===== config.mk =====
export PLATFORM = sky130hd
export DESIGN_NAME = div_sequencer_flat
export DESIGN_NICKNAME = d
export VERILOG_FILES = /design/src/rtl/div_sequencer_if.sv /design/src/rtl/div_sequencer.sv /design/src/flat_wrapper.sv
export SDC_FILE = /design/constraint.sdc
export NUM_CORES = 1
export LEC_CHECK = 0
export CAP_MARGIN = 10
export CORE_MARGIN = 1
export CORE_UTILIZATION = 60
export CTS_BUF_LIST = sky130_fd_sc_hd__clkbuf_4
export CTS_CLUSTER_DIAMETER = 120
export DETAILED_ROUTE_END_ITERATION = 7
export PLACE_DENSITY_LB_ADDON = 0.2
export RECOVER_POWER = 100
export SKIP_LAST_GASP = 1
export SLEW_MARGIN = 10
export SYNTH_ARGS = -nofsm -noshare
export SYNTH_HDL_FRONTEND = slang
export SYNTH_SLANG_ARGS = --single-unit

===== constraint.sdc =====
create_clock -name clk -period 14.18 [get_ports clk]
set_clock_uncertainty 0.05 [all_clocks]
set_input_delay 2.127 -clock clk [delete_from_list [all_inputs] [get_ports clk]]
set_output_delay 2.127 -clock clk [all_outputs]
set_load 0.01 [all_outputs]

===== src/rtl/div_sequencer_if.sv =====
// -----------------------------------------------------------------------------
// div_sequencer_if
//   Bundles the EX-stage divide handshake between the pipeline and the
//   multi-cycle divider.
//
//   master : pipeline side. Drives start/signed/flush/operands and observes
//            the stall, busy, valid, divide-by-zero and result signals.
//   slave  : divider side. Mirror image of master.
//
//   start_i     DIV/DIVU present in EX (level, held while stalled)
//   signed_i    1 = DIV, 0 = DIVU
//   flush_i     cancel any in-flight divide
//   opa_i       dividend (rs)
//   opb_i       divisor (rt)
//   stall_div_o pipeline stall request
//   busy_o      divider not idle
//   valid_o     one-cycle result strobe
//   divzero_o   qualifies valid_o: the divisor was zero
//   result_o    {remainder, quotient}
// -----------------------------------------------------------------------------
interface div_sequencer_if #(
  parameter int WIDTH = 32
);
  logic                 start_i;
  logic                 signed_i;
  logic                 flush_i;
  logic [WIDTH-1:0]     opa_i;
  logic [WIDTH-1:0]     opb_i;
  logic                 stall_div_o;
  logic                 busy_o;
  logic                 valid_o;
  logic                 divzero_o;
  logic [2*WIDTH-1:0]   result_o;

  modport master (
    output start_i, signed_i, flush_i, opa_i, opb_i,
    input  stall_div_o, busy_o, valid_o, divzero_o, result_o
  );

  modport slave (
    input  start_i, signed_i, flush_i, opa_i, opb_i,
    output stall_div_o, busy_o, valid_o, divzero_o, result_o
  );
endinterface


===== src/rtl/div_sequencer.sv =====
// -----------------------------------------------------------------------------
// div_sequencer
//   Radix-2 restoring divider for DIV/DIVU in the EX stage. Operands are
//   converted to magnitudes on accept, WIDTH restoring steps run one per
//   cycle, and the sign-corrected {remainder, quotient} is registered on entry
//   to DONE for the HI/LO write path. stall_div_o holds the pipeline from the
//   accept cycle until the last CALC cycle.
//
// Ports
//   clk   rising-edge clock
//   rst   asynchronous, active-low reset
//   bus   div_sequencer_if.slave (start/signed/flush/operands in;
//         stall/busy/valid/divzero/result out)
//
// Configuration
//   DIV_EARLY_EXIT_EN : when defined, a nonzero-divisor op with
//                       |dividend| < |divisor| finishes straight from IDLE
//                       with quotient 0 and remainder = original dividend.
//                       When undefined, every nonzero-divisor op runs the
//                       full WIDTH CALC cycles.
// -----------------------------------------------------------------------------
module div_sequencer #(
  parameter int WIDTH = 32,
  parameter int CNT_W = 6
) (
  input  logic           clk,
  input  logic           rst,
  div_sequencer_if.slave bus
);

  typedef enum logic [1:0] {
    IDLE = 2'd0,
    CALC = 2'd1,
    DONE = 2'd2
  } state_t;

  localparam logic [CNT_W-1:0] LAST_CNT = CNT_W'(WIDTH - 1);

  state_t               state_q, state_d;
  logic [CNT_W-1:0]     cnt_q, cnt_d;
  logic [WIDTH-1:0]     rem_q, rem_d;
  logic [WIDTH-1:0]     quo_q, quo_d;
  logic [WIDTH-1:0]     dvs_q, dvs_d;
  logic                 neg_quo_q, neg_quo_d;
  logic                 neg_rem_q, neg_rem_d;
  logic                 dz_q, dz_d;
  logic [2*WIDTH-1:0]   result_q, result_d;

  // Operand magnitudes and signs (only meaningful for signed ops)
  logic                 opa_neg, opb_neg;
  logic [WIDTH-1:0]     abs_a, abs_b;
  logic                 early_exit;

  // One restoring step on the current partial remainder/quotient
  logic [WIDTH:0]       shifted, trial;
  logic [WIDTH-1:0]     rem_step, quo_step;
  logic [WIDTH-1:0]     rem_fix, quo_fix;

  always_comb begin
    opa_neg = bus.signed_i & bus.opa_i[WIDTH-1];
    opb_neg = bus.signed_i & bus.opb_i[WIDTH-1];
    abs_a   = opa_neg ? (~bus.opa_i + 1'b1) : bus.opa_i;
    abs_b   = opb_neg ? (~bus.opb_i + 1'b1) : bus.opb_i;
  end

`ifdef DIV_EARLY_EXIT_EN
  // Quotient is known to be zero; skip the iterations.
  assign early_exit = (abs_a < abs_b);
`else
  assign early_exit = 1'b0;
`endif

  always_comb begin
    // Shift the next dividend bit into the remainder. The partial remainder
    // is always below the divisor, so a non-borrowing difference fits in
    // WIDTH bits and a borrow shows up in bit WIDTH.
    shifted = {rem_q, quo_q[WIDTH-1]};
    trial   = shifted - {1'b0, dvs_q};
    if (!trial[WIDTH]) begin
      rem_step = trial[WIDTH-1:0];
      quo_step = {quo_q[WIDTH-2:0], 1'b1};
    end else begin
      rem_step = shifted[WIDTH-1:0];
      quo_step = {quo_q[WIDTH-2:0], 1'b0};
    end
    // Truncated 2's complement negation; MIN / -1 wraps back to MIN.
    quo_fix = neg_quo_q ? (~quo_step + 1'b1) : quo_step;
    rem_fix = neg_rem_q ? (~rem_step + 1'b1) : rem_step;
  end

  always_comb begin
    state_d   = state_q;
    cnt_d     = cnt_q;
    rem_d     = rem_q;
    quo_d     = quo_q;
    dvs_d     = dvs_q;
    neg_quo_d = neg_quo_q;
    neg_rem_d = neg_rem_q;
    dz_d      = dz_q;
    result_d  = result_q;

    if (bus.flush_i) begin
      state_d = IDLE;
      cnt_d   = '0;
    end else begin
      unique case (state_q)
        IDLE: begin
          if (bus.start_i) begin
            neg_quo_d = opa_neg ^ opb_neg;
            neg_rem_d = opa_neg;
            dvs_d     = abs_b;
            rem_d     = '0;
            quo_d     = abs_a;
            cnt_d     = '0;
            if (bus.opb_i == '0) begin
              dz_d     = 1'b1;
              result_d = '0;
              state_d  = DONE;
            end else if (early_exit) begin
              dz_d     = 1'b0;
              result_d = {bus.opa_i, {WIDTH{1'b0}}};
              state_d  = DONE;
            end else begin
              dz_d     = 1'b0;
              state_d  = CALC;
            end
          end
        end
        CALC: begin
          rem_d = rem_step;
          quo_d = quo_step;
          cnt_d = cnt_q + 1'b1;
          if (cnt_q == LAST_CNT) begin
            cnt_d    = '0;
            result_d = {rem_fix, quo_fix};
            state_d  = DONE;
          end
        end
        DONE: begin
          // start_i here still belongs to the retiring instruction.
          state_d = IDLE;
        end
        default: begin
          state_d = IDLE;
          cnt_d   = '0;
        end
      endcase
    end
  end

  always_ff @(posedge clk or negedge rst) begin
    if (!rst) begin
      state_q   <= IDLE;
      cnt_q     <= '0;
      rem_q     <= '0;
      quo_q     <= '0;
      dvs_q     <= '0;
      neg_quo_q <= 1'b0;
      neg_rem_q <= 1'b0;
      dz_q      <= 1'b0;
      result_q  <= '0;
    end else begin
      state_q   <= state_d;
      cnt_q     <= cnt_d;
      rem_q     <= rem_d;
      quo_q     <= quo_d;
      dvs_q     <= dvs_d;
      neg_quo_q <= neg_quo_d;
      neg_rem_q <= neg_rem_d;
      dz_q      <= dz_d;
      result_q  <= result_d;
    end
  end

  // Stall is qualified by rst so every output reads 0 while reset is held,
  // even if the pipeline keeps start_i asserted.
  assign bus.stall_div_o = rst & ~bus.flush_i &
                           (((state_q == IDLE) & bus.start_i) | (state_q == CALC));
  assign bus.busy_o      = (state_q != IDLE);
  assign bus.valid_o     = (state_q == DONE) & ~bus.flush_i;
  assign bus.divzero_o   = (state_q == DONE) & ~bus.flush_i & dz_q;
  assign bus.result_o    = result_q;

endmodule


===== src/flat_wrapper.sv =====
// flat-port wrapper written by rule: the top's interface ports become plain ports
module div_sequencer_flat 
#(
  parameter int WIDTH = 32,
  parameter int CNT_W = 6
)
  (clk, rst, bus_start_i, bus_signed_i, bus_flush_i, bus_opa_i, bus_opb_i, bus_stall_div_o, bus_busy_o, bus_valid_o, bus_divzero_o, bus_result_o);
  div_sequencer_if #(.WIDTH(WIDTH)) bus_i ();
  input  logic clk;
  input  logic rst;
  input wire logic [$bits(bus_i.start_i)-1:0] bus_start_i;
  input wire logic [$bits(bus_i.signed_i)-1:0] bus_signed_i;
  input wire logic [$bits(bus_i.flush_i)-1:0] bus_flush_i;
  input wire logic [$bits(bus_i.opa_i)-1:0] bus_opa_i;
  input wire logic [$bits(bus_i.opb_i)-1:0] bus_opb_i;
  output wire logic [$bits(bus_i.stall_div_o)-1:0] bus_stall_div_o;
  output wire logic [$bits(bus_i.busy_o)-1:0] bus_busy_o;
  output wire logic [$bits(bus_i.valid_o)-1:0] bus_valid_o;
  output wire logic [$bits(bus_i.divzero_o)-1:0] bus_divzero_o;
  output wire logic [$bits(bus_i.result_o)-1:0] bus_result_o;
  assign bus_i.start_i = bus_start_i;
  assign bus_i.signed_i = bus_signed_i;
  assign bus_i.flush_i = bus_flush_i;
  assign bus_i.opa_i = bus_opa_i;
  assign bus_i.opb_i = bus_opb_i;
  assign bus_stall_div_o = bus_i.stall_div_o;
  assign bus_busy_o = bus_i.busy_o;
  assign bus_valid_o = bus_i.valid_o;
  assign bus_divzero_o = bus_i.divzero_o;
  assign bus_result_o = bus_i.result_o;
  div_sequencer #(.WIDTH(WIDTH), .CNT_W(CNT_W)) u_core (.clk(clk), .rst(rst), .bus(bus_i));
endmodule

==> impl_metrics.toml, run 1 <==
[pwr]
ir_drop_mv = 0.119
power_density_mw_per_mm2 = 252
power_switching_w = 0.00182
switching_share_pct = 52.8
p_comb_share_pct = 64.7
intPower_w = 0.00163
leakagePower_nw = 5.86
clock_power_share_pct = 8.6
pwr-share-seq_pct = 26.8

[yosys]
ys_async_sr_fraction_pct = 100
ys.warnings.count = 0
synth.cell_area_mm2 = 0.0119
ys.flop_type = "dfrtp_1"
synth-seq-cells = 171
netlist_instances = 1497
syn-num-nets = 1604
synth_cell_types = 72
synth_edf_count = 0
syn_area_per_cell_um2 = 7.95
ys_seq_area_share_pct = 36.0

[global_route]
overflow = 0
grt_pass1_vias = 10200
track_usage_pct = 34.3
grt_max_degree = 98
grt_pass1_wl_um = 54000
antenna_found_initial = 2

[placed_design]
routabilityCongestion = 0.962
io_buffers = 136
dp_slack_ns = 7.96
place_hpwl_um = 25800

[cells_and_area]
multiInputGateArea_mm2 = 0.00712
seq_area_mm2 = 0.00428
layout_common_cells = "nand2_1, o21ai_0, dfrtp_1"
final_layout_size_suffix_gt1_share_pct = 3.70
final_common_cell = "nand2_1"
nNetsFinal = 1690
syn2layout_area_growth_pct = 14.8
fillers = 1629

[clock_network]
cts_tree = "yes"
root_buffer = "clkbuf_4"
clock_sinks = 171
hold_buffers = 0
postCtsSetupBuffers = 0
numCtsBuffers = 17
insertion_delay_ns = 0.63
cts_max_level = 4
clkTransAtPathRegs_ns = 0.15
cts_resized = 0
clockBufferDepth = 2

[drt]
totalWireLength_um = 34000
ant_nets = 0
via_per_inst = 6.18
firstDrtPassIters = 5
dr_total_vias = 11500
drc = 0
wl_per_cell_um = 18.2
drt-initial-drc-count = 1119

[setup_path]
r2r_end = "u_core.bus.result_o[62]"
critPathLaunchType = "input port"
endpoint_kind = "output pin"
crit_slowest_cell = "clkbuf_1"
rrSetupSlack_ns = 6.98
reg2reg_from = "u_core.quo_q[31]"
crit_buf_inv = 3
cpPeakStageDelay_ns = 2.48
reg2regPathDepth = 22
crit_required_ns = 12.00
path_cells = "clkbuf_1 -> inv_1 -> nor2_1 -> dlygate4sd3_1"
critical_path_class = "input port to output pin"
path_delay_family = "buffers and inverters"
critPathArrivalTime_ns = 5.62
worstPathMaxFanout = 63

[floorplan]
core.rowCount = 51
fp.dieArea_mm2 = 0.0204
io_pins = 137
die_w_um = 143
initial_core_util_pct = 61.1
dieHeight_um = 143
core_area_mm2 = 0.0195

[hold_path]
holdPathEnd = "u_core.bus.result_o[42]"
whs_path_depth = 2
min-delay-start = "u_core.bus.result_o[42]"
hold_class = "register to register"

[sta]
hold_violations = 0
whs_ns = 0.438
fin_tns_setup_ns = 0
rsz0062_at_grt = "no"
timing.final.crit_share_pct = 55.0
fmax_ghz = 0.128
drv_slew = 293
setup_slack_ns = 6.38
tightestPinTransition_ns = 3.59
slew_headroom_pct = -139
min_period_ns = 7.80
setup_violations = 0

[run_status]
status = "finished with violations"
violations = "capacitance limit, slew limit"

[flow_run]
drv_cap = 5
through the flow:
stage                     cells  utilization (%)  area (um^2)  total power (W)
after global placement     1829             68.8        13400          0.00307
after global routing       1862             70.2        13700          0.00371
after floorplan            1497                -        11900          0.00241
after detailed placement   1829             68.8        13400          0.00312
after CTS                  1861             70.3        13700          0.00341
final                      1862             70.2        13700          0.00344
sequential cells by signal, summed over array words and instances (netlist names):
register and cells:
u_core.cnt_q 6, u_core.bus.result_o 64, u_core.quo_q 32, u_core.dvs_q 32
u_core.dz_q 1, u_core.rem_q 32, u_core.neg_rem_q 1, u_core.neg_quo_q 1
u_core.state_q 2
worst max-delay path by stage:
| stage | start | to | cells after the start |
|---|---|---|---|
| after floorplan | bus_start_i | bus_stall_div_o | 3 |
| after global placement | u_core.quo_q[31] | u_core.bus.result_o[62] | 22 |
| after detailed placement | u_core.quo_q[31] | u_core.bus.result_o[62] | 22 |
| after CTS | u_core.quo_q[31] | u_core.bus.result_o[62] | 22 |
| after global routing | rst | bus_stall_div_o | 4 |
| final | rst | bus_stall_div_o | 4 |
routing by layer:
layer	share of wire, %	track usage, %
met5	0	0
met4	2.2	10.8
met3	9.2	4.83
met2	42	48.7
met1	47	53.0
worst register-to-register path: stages, from the launching register on:
cell and delay, ns:
dfrtp_1 0.45, inv_1 0.09, ha_1 0.16, inv_1 0.05
fa_1 0.42, a211oi_1 0.33, o211ai_1 0.22, nand4_1 0.29
a211oi_1 0.20, nor3_1 0.97, nor2_4 0.01, inv_1 0.99
nor2_1 0.07, a21oi_1 0.34, ha_1 0.31, o2111ai_1 0.14
a2111oi_0 0.76, nand4_1 0.18, o41ai_1 0.15, nand2_1 0.27
o31ai_1 0.36, xor2_1 0.18, o21ai_0 0.09
cells in the mapped netlist (4+ instances only):
| cell type | n | share of area (%) |
|---|---|---|
| a2111oi_0 | 4 | 0.29 |
| a211oi_1 | 5 | 0.32 |
| a21boi_0 | 7 | 0.44 |
| a21o_1 | 9 | 0.57 |
| a21oi_1 | 107 | 4.5 |
| a31oi_1 | 12 | 0.63 |
| and2_1 | 12 | 0.63 |
| and3_1 | 6 | 0.32 |
| and4_1 | 5 | 0.37 |
| buf_1 | 5 | 0.16 |
| buf_2 | 6 | 0.25 |
| clkbuf_1 | 66 | 2.1 |
| dfrtp_1 | 171 | 36 |
| ha_1 | 37 | 3.9 |
| inv_1 | 56 | 1.8 |
| mux2_2 | 6 | 0.57 |
| mux2i_1 | 23 | 1.9 |
| nand2_1 | 253 | 8.0 |
| nand2b_1 | 6 | 0.32 |
| nand3_1 | 15 | 0.63 |
| nand4_1 | 13 | 0.68 |
| nor2_1 | 96 | 3.0 |
| nor2b_1 | 9 | 0.47 |
| nor3_1 | 31 | 1.3 |
| nor3b_1 | 5 | 0.32 |
| nor4_1 | 13 | 0.68 |
| o211ai_1 | 8 | 0.50 |
| o21a_1 | 7 | 0.44 |
| o21ai_0 | 224 | 9.4 |
| o21ai_1 | 10 | 0.42 |
| o31a_1 | 5 | 0.37 |
| o31ai_1 | 30 | 1.9 |
| o41ai_1 | 12 | 0.88 |
| or2_2 | 4 | 0.21 |
| or3_1 | 22 | 1.2 |
| or4_1 | 13 | 0.82 |
| xnor2_1 | 68 | 5.0 |
| xor2_1 | 67 | 4.9 |
area by class of cell:
| class | instances | share of cell area (%) |
|---|---|---|
| clock inverter | 15 | 1.28 |
| timing repair buffer | 145 | 10.3 |
| inverter | 57 | 1.57 |
| clock buffer | 17 | 0.934 |
| tap | 265 | 2.43 |
| antenna | 1 | 0.0183 |
| multi-input combinational | 1191 | 52.1 |
| sequential | 171 | 31.3 |
logic make-up after synthesis:
| family | share of synthesized area (%) |
|---|---|
| and+or+nand+nor | 19.5 |
| AOI/OAI and AO/OA | 23.6 |
| DFF | 36.0 |
| xor gates and xnor gates | 9.94 |
| buffers and inverters | 4.39 |
| adders and majority gates | 4.06 |
| muxes | 2.50 |
power groups by stage:
stage | Combinational (W) | Clock [W] | Sequential, W
3_3_place_gp | 0.00215 | 0 | 0.000915
6_report | 0.00223 | 0.000295 | 0.000922
4_1_cts | 0.00220 | 0.000297 | 0.000915
5_1_grt | 0.00245 | 0.000316 | 0.000946
2_1_floorplan | 0.00155 | 0 | 0.000861
3_5_place_dp | 0.00219 | 0 | 0.000927
(Power assumes the default switching activity.)
==> run 2, diff against run 1 <==
- CORE_UTILIZATION: 60 -> 53
- clock period: 14.18 -> 6.27 ns (I/O delays scaled with it)
==> run 2 against run 1 <==
  * The run still ends with capacitance limit, slew limit left
  * Via count is 0.87% lower
  * Die area is 13% higher
  * Setup slack worse by 5.7 ns
  * Sequential share of layout area is 0.18 points lower
  * Sequential power is 120% higher
  * Global-route usage is 3.8 points lower
  * Worst hold slack better by 0.0088 ns
  * Sequential cell count stayed put
  * Critical path type is now register to register
  * Largest power group unchanged
  * Highest routed layer unchanged
==> impl_metrics.toml, run 2 (same netlist as run 1, synthesis figures left out) <==
[clock_network]
hold_buffers = 0
numCtsBuffers = 17
cts_tree = "yes"
insertion_delay_ns = 0.62
root_buffer = "clkbuf_4"
cts_max_level = 4
clkTransAtPathRegs_ns = 0.17
cts_resized = 0
postCtsSetupBuffers = 0
clockBufferDepth = 2
clock_sinks = 171

[sta]
slew_headroom_pct = -151
rsz0062_at_grt = "no"
fin_tns_setup_ns = 0
setup_slack_ns = 0.716
setup_violations = 0
timing.final.crit_share_pct = 88.6
hold_violations = 0
drv_slew = 195
min_period_ns = 5.55
tightestPinTransition_ns = 3.77
fmax_ghz = 0.180

[global_route]
antenna_found_initial = 1
grt_pass1_vias = 10400
track_usage_pct = 30.5
overflow = 0
grt_max_degree = 135
grt_pass1_wl_um = 56300

[pwr]
power_density_mw_per_mm2 = 577
ir_drop_mv = 0.275
leakagePower_nw = 5.90
p_total_w = 0.00792

[floorplan]
core_area_mm2 = 0.0219
die_w_um = 152
dieHeight_um = 152
initial_core_util_pct = 54.3
fp.dieArea_mm2 = 0.0230
io_pins = 137
core.rowCount = 54

[setup_path]
crit_buf_inv = 3
critical_path_class = "register to register"
path_delay_family = "compound AO/OA/AOI/OAI gates"
worstPathMaxFanout = 12
crit_slowest_cell = "a2111oi_0"
critPathArrivalTime_ns = 5.98
r2r_end = "u_core.bus.result_o[54]"
path_cells = "inv_1 -> ha_1 -> inv_1 -> fa_1 -> a211oi_1 -> o211ai_1 -> nand4_1 -> a211oi_2 -> nor3_2 -> nor2_4 -> inv_1 -> mux2i_1 -> ha_1 -> o2111ai_1 -> a2111oi_0 -> nand4_1 -> o41ai_1 -> o211ai_1 -> o21ai_0 -> xnor2_1 -> o21ai_0"
reg2regPathDepth = 21
rrSetupSlack_ns = 0.72
reg2reg_from = "u_core.quo_q[31]"
crit_required_ns = 6.69
crit_top_cell = "inv_1"
cpPeakStageDelay_ns = 0.63
critPathLaunchType = "register"
endpoint_kind = "register"

[placed_design]
dp_slack_ns = 0.950
placed_cell_area_mm2 = 0.0134
place_hpwl_um = 26300
routabilityCongestion = 0.945
io_buffers = 136

[drt]
via_per_inst = 6.06
totalWireLength_um = 34700
firstDrtPassIters = 6
ant_nets = 0
wl_per_cell_um = 18.5
drt-initial-drc-count = 1004
dr_total_vias = 11400
drc = 0

[cells_and_area]
fillers = 1987
layout_common_cells = "nand2_1, o21ai_0, dfrtp_1"
syn2layout_area_growth_pct = 15.5
final_layout_size_suffix_gt1_share_pct = 3.94
nNetsFinal = 1693
final_common_cell = "nand2_1"
final_area_mm2 = 0.0137
largest_reg_flops = 64

[hold_path]
min-delay-start = "u_core.bus.result_o[36]"
holdPathEnd = "u_core.bus.result_o[36]"
hold_class = "register to register"
whs_path_depth = 2

[flow_run]
drv_cap = 3

[run_status]
violations = "capacitance limit, slew limit"
status = "finished with violations"
==> run 2: cell count changes in the layout (fill, tap and decap cells not counted), sizes merged <==
cell | before | now
clkinvlp | 1 | 0
clkdlybuf4s50 | 62 | 61
clkbuf | 22 | 21
inv | 63 | 64
buf | 5 | 9
dlygate4sd3 | 73 | 74
==> run 2: where the power goes <==
part	leakage, nW	switching, W	total [W]	internal, W
clock network	0.174	0.000516	0.000720	0.000204
registers	2.21	0.000500	0.00205	0.00155
logic	3.52	0.00321	0.00516	0.00195
total	5.90	0.00422	0.00792	0.00370
==> run 2: metal layers <==
layer / wire (um) / GRT usage, %
met1: 16500 / 47.0
met2: 14700 / 43.7
met3: 2860 / 5.13
met4: 645 / 8.24
met5: 0 / 0
==> run 2: final cells by class <==
type,count,area (um^2),area share [%]
multi-input combinational,1191,7100,51.7
sequential,171,4280,31.2
timing repair buffer,148,1450,10.5
tap,280,350,2.55
inverter,57,214,1.56
clock inverter,15,211,1.54
clock buffer,17,128,0.929
antenna,1,2.50,0.0182
==> run 2: worst min-delay path: stages, from the launching register on <==
cell	delay [ns]
dfrtp_1	0.37
nand2_1	0.05
o21ai_0	0.06
==> run 2: worst max path at each step <==
stage | start | end | slack [ns] | cells past startpoint
after floorplan | u_core.quo_q[31] | u_core.bus.result_o[54] | 1.25 | 25
after global placement | u_core.quo_q[31] | u_core.bus.result_o[52] | 1.32 | 22
after detailed placement | u_core.quo_q[31] | u_core.bus.result_o[54] | 0.95 | 21
after CTS | u_core.quo_q[31] | u_core.bus.result_o[54] | 0.91 | 21
after global routing | u_core.quo_q[31] | u_core.bus.result_o[52] | 0.16 | 21
final | u_core.quo_q[31] | u_core.bus.result_o[54] | 0.72 | 21
==> run 2: metrics by stage <==
step / instances / hold WS, ns / utilization, %
floorplan: 1497 / 0.400 / -
global placement: 1847 / 0.411 / 61.4
detailed placement: 1847 / 0.420 / 61.4
CTS: 1879 / 0.141 / 62.9
global route: 1880 / 0.474 / 62.8
finish: 1880 / 0.447 / 62.8
==> run 3, diff against run 2 <==
- SKIP_CTS_REPAIR_TIMING: default -> 1
==> results of run 3 <==
Final layout, timing and power as in run 2 (identical DEF).
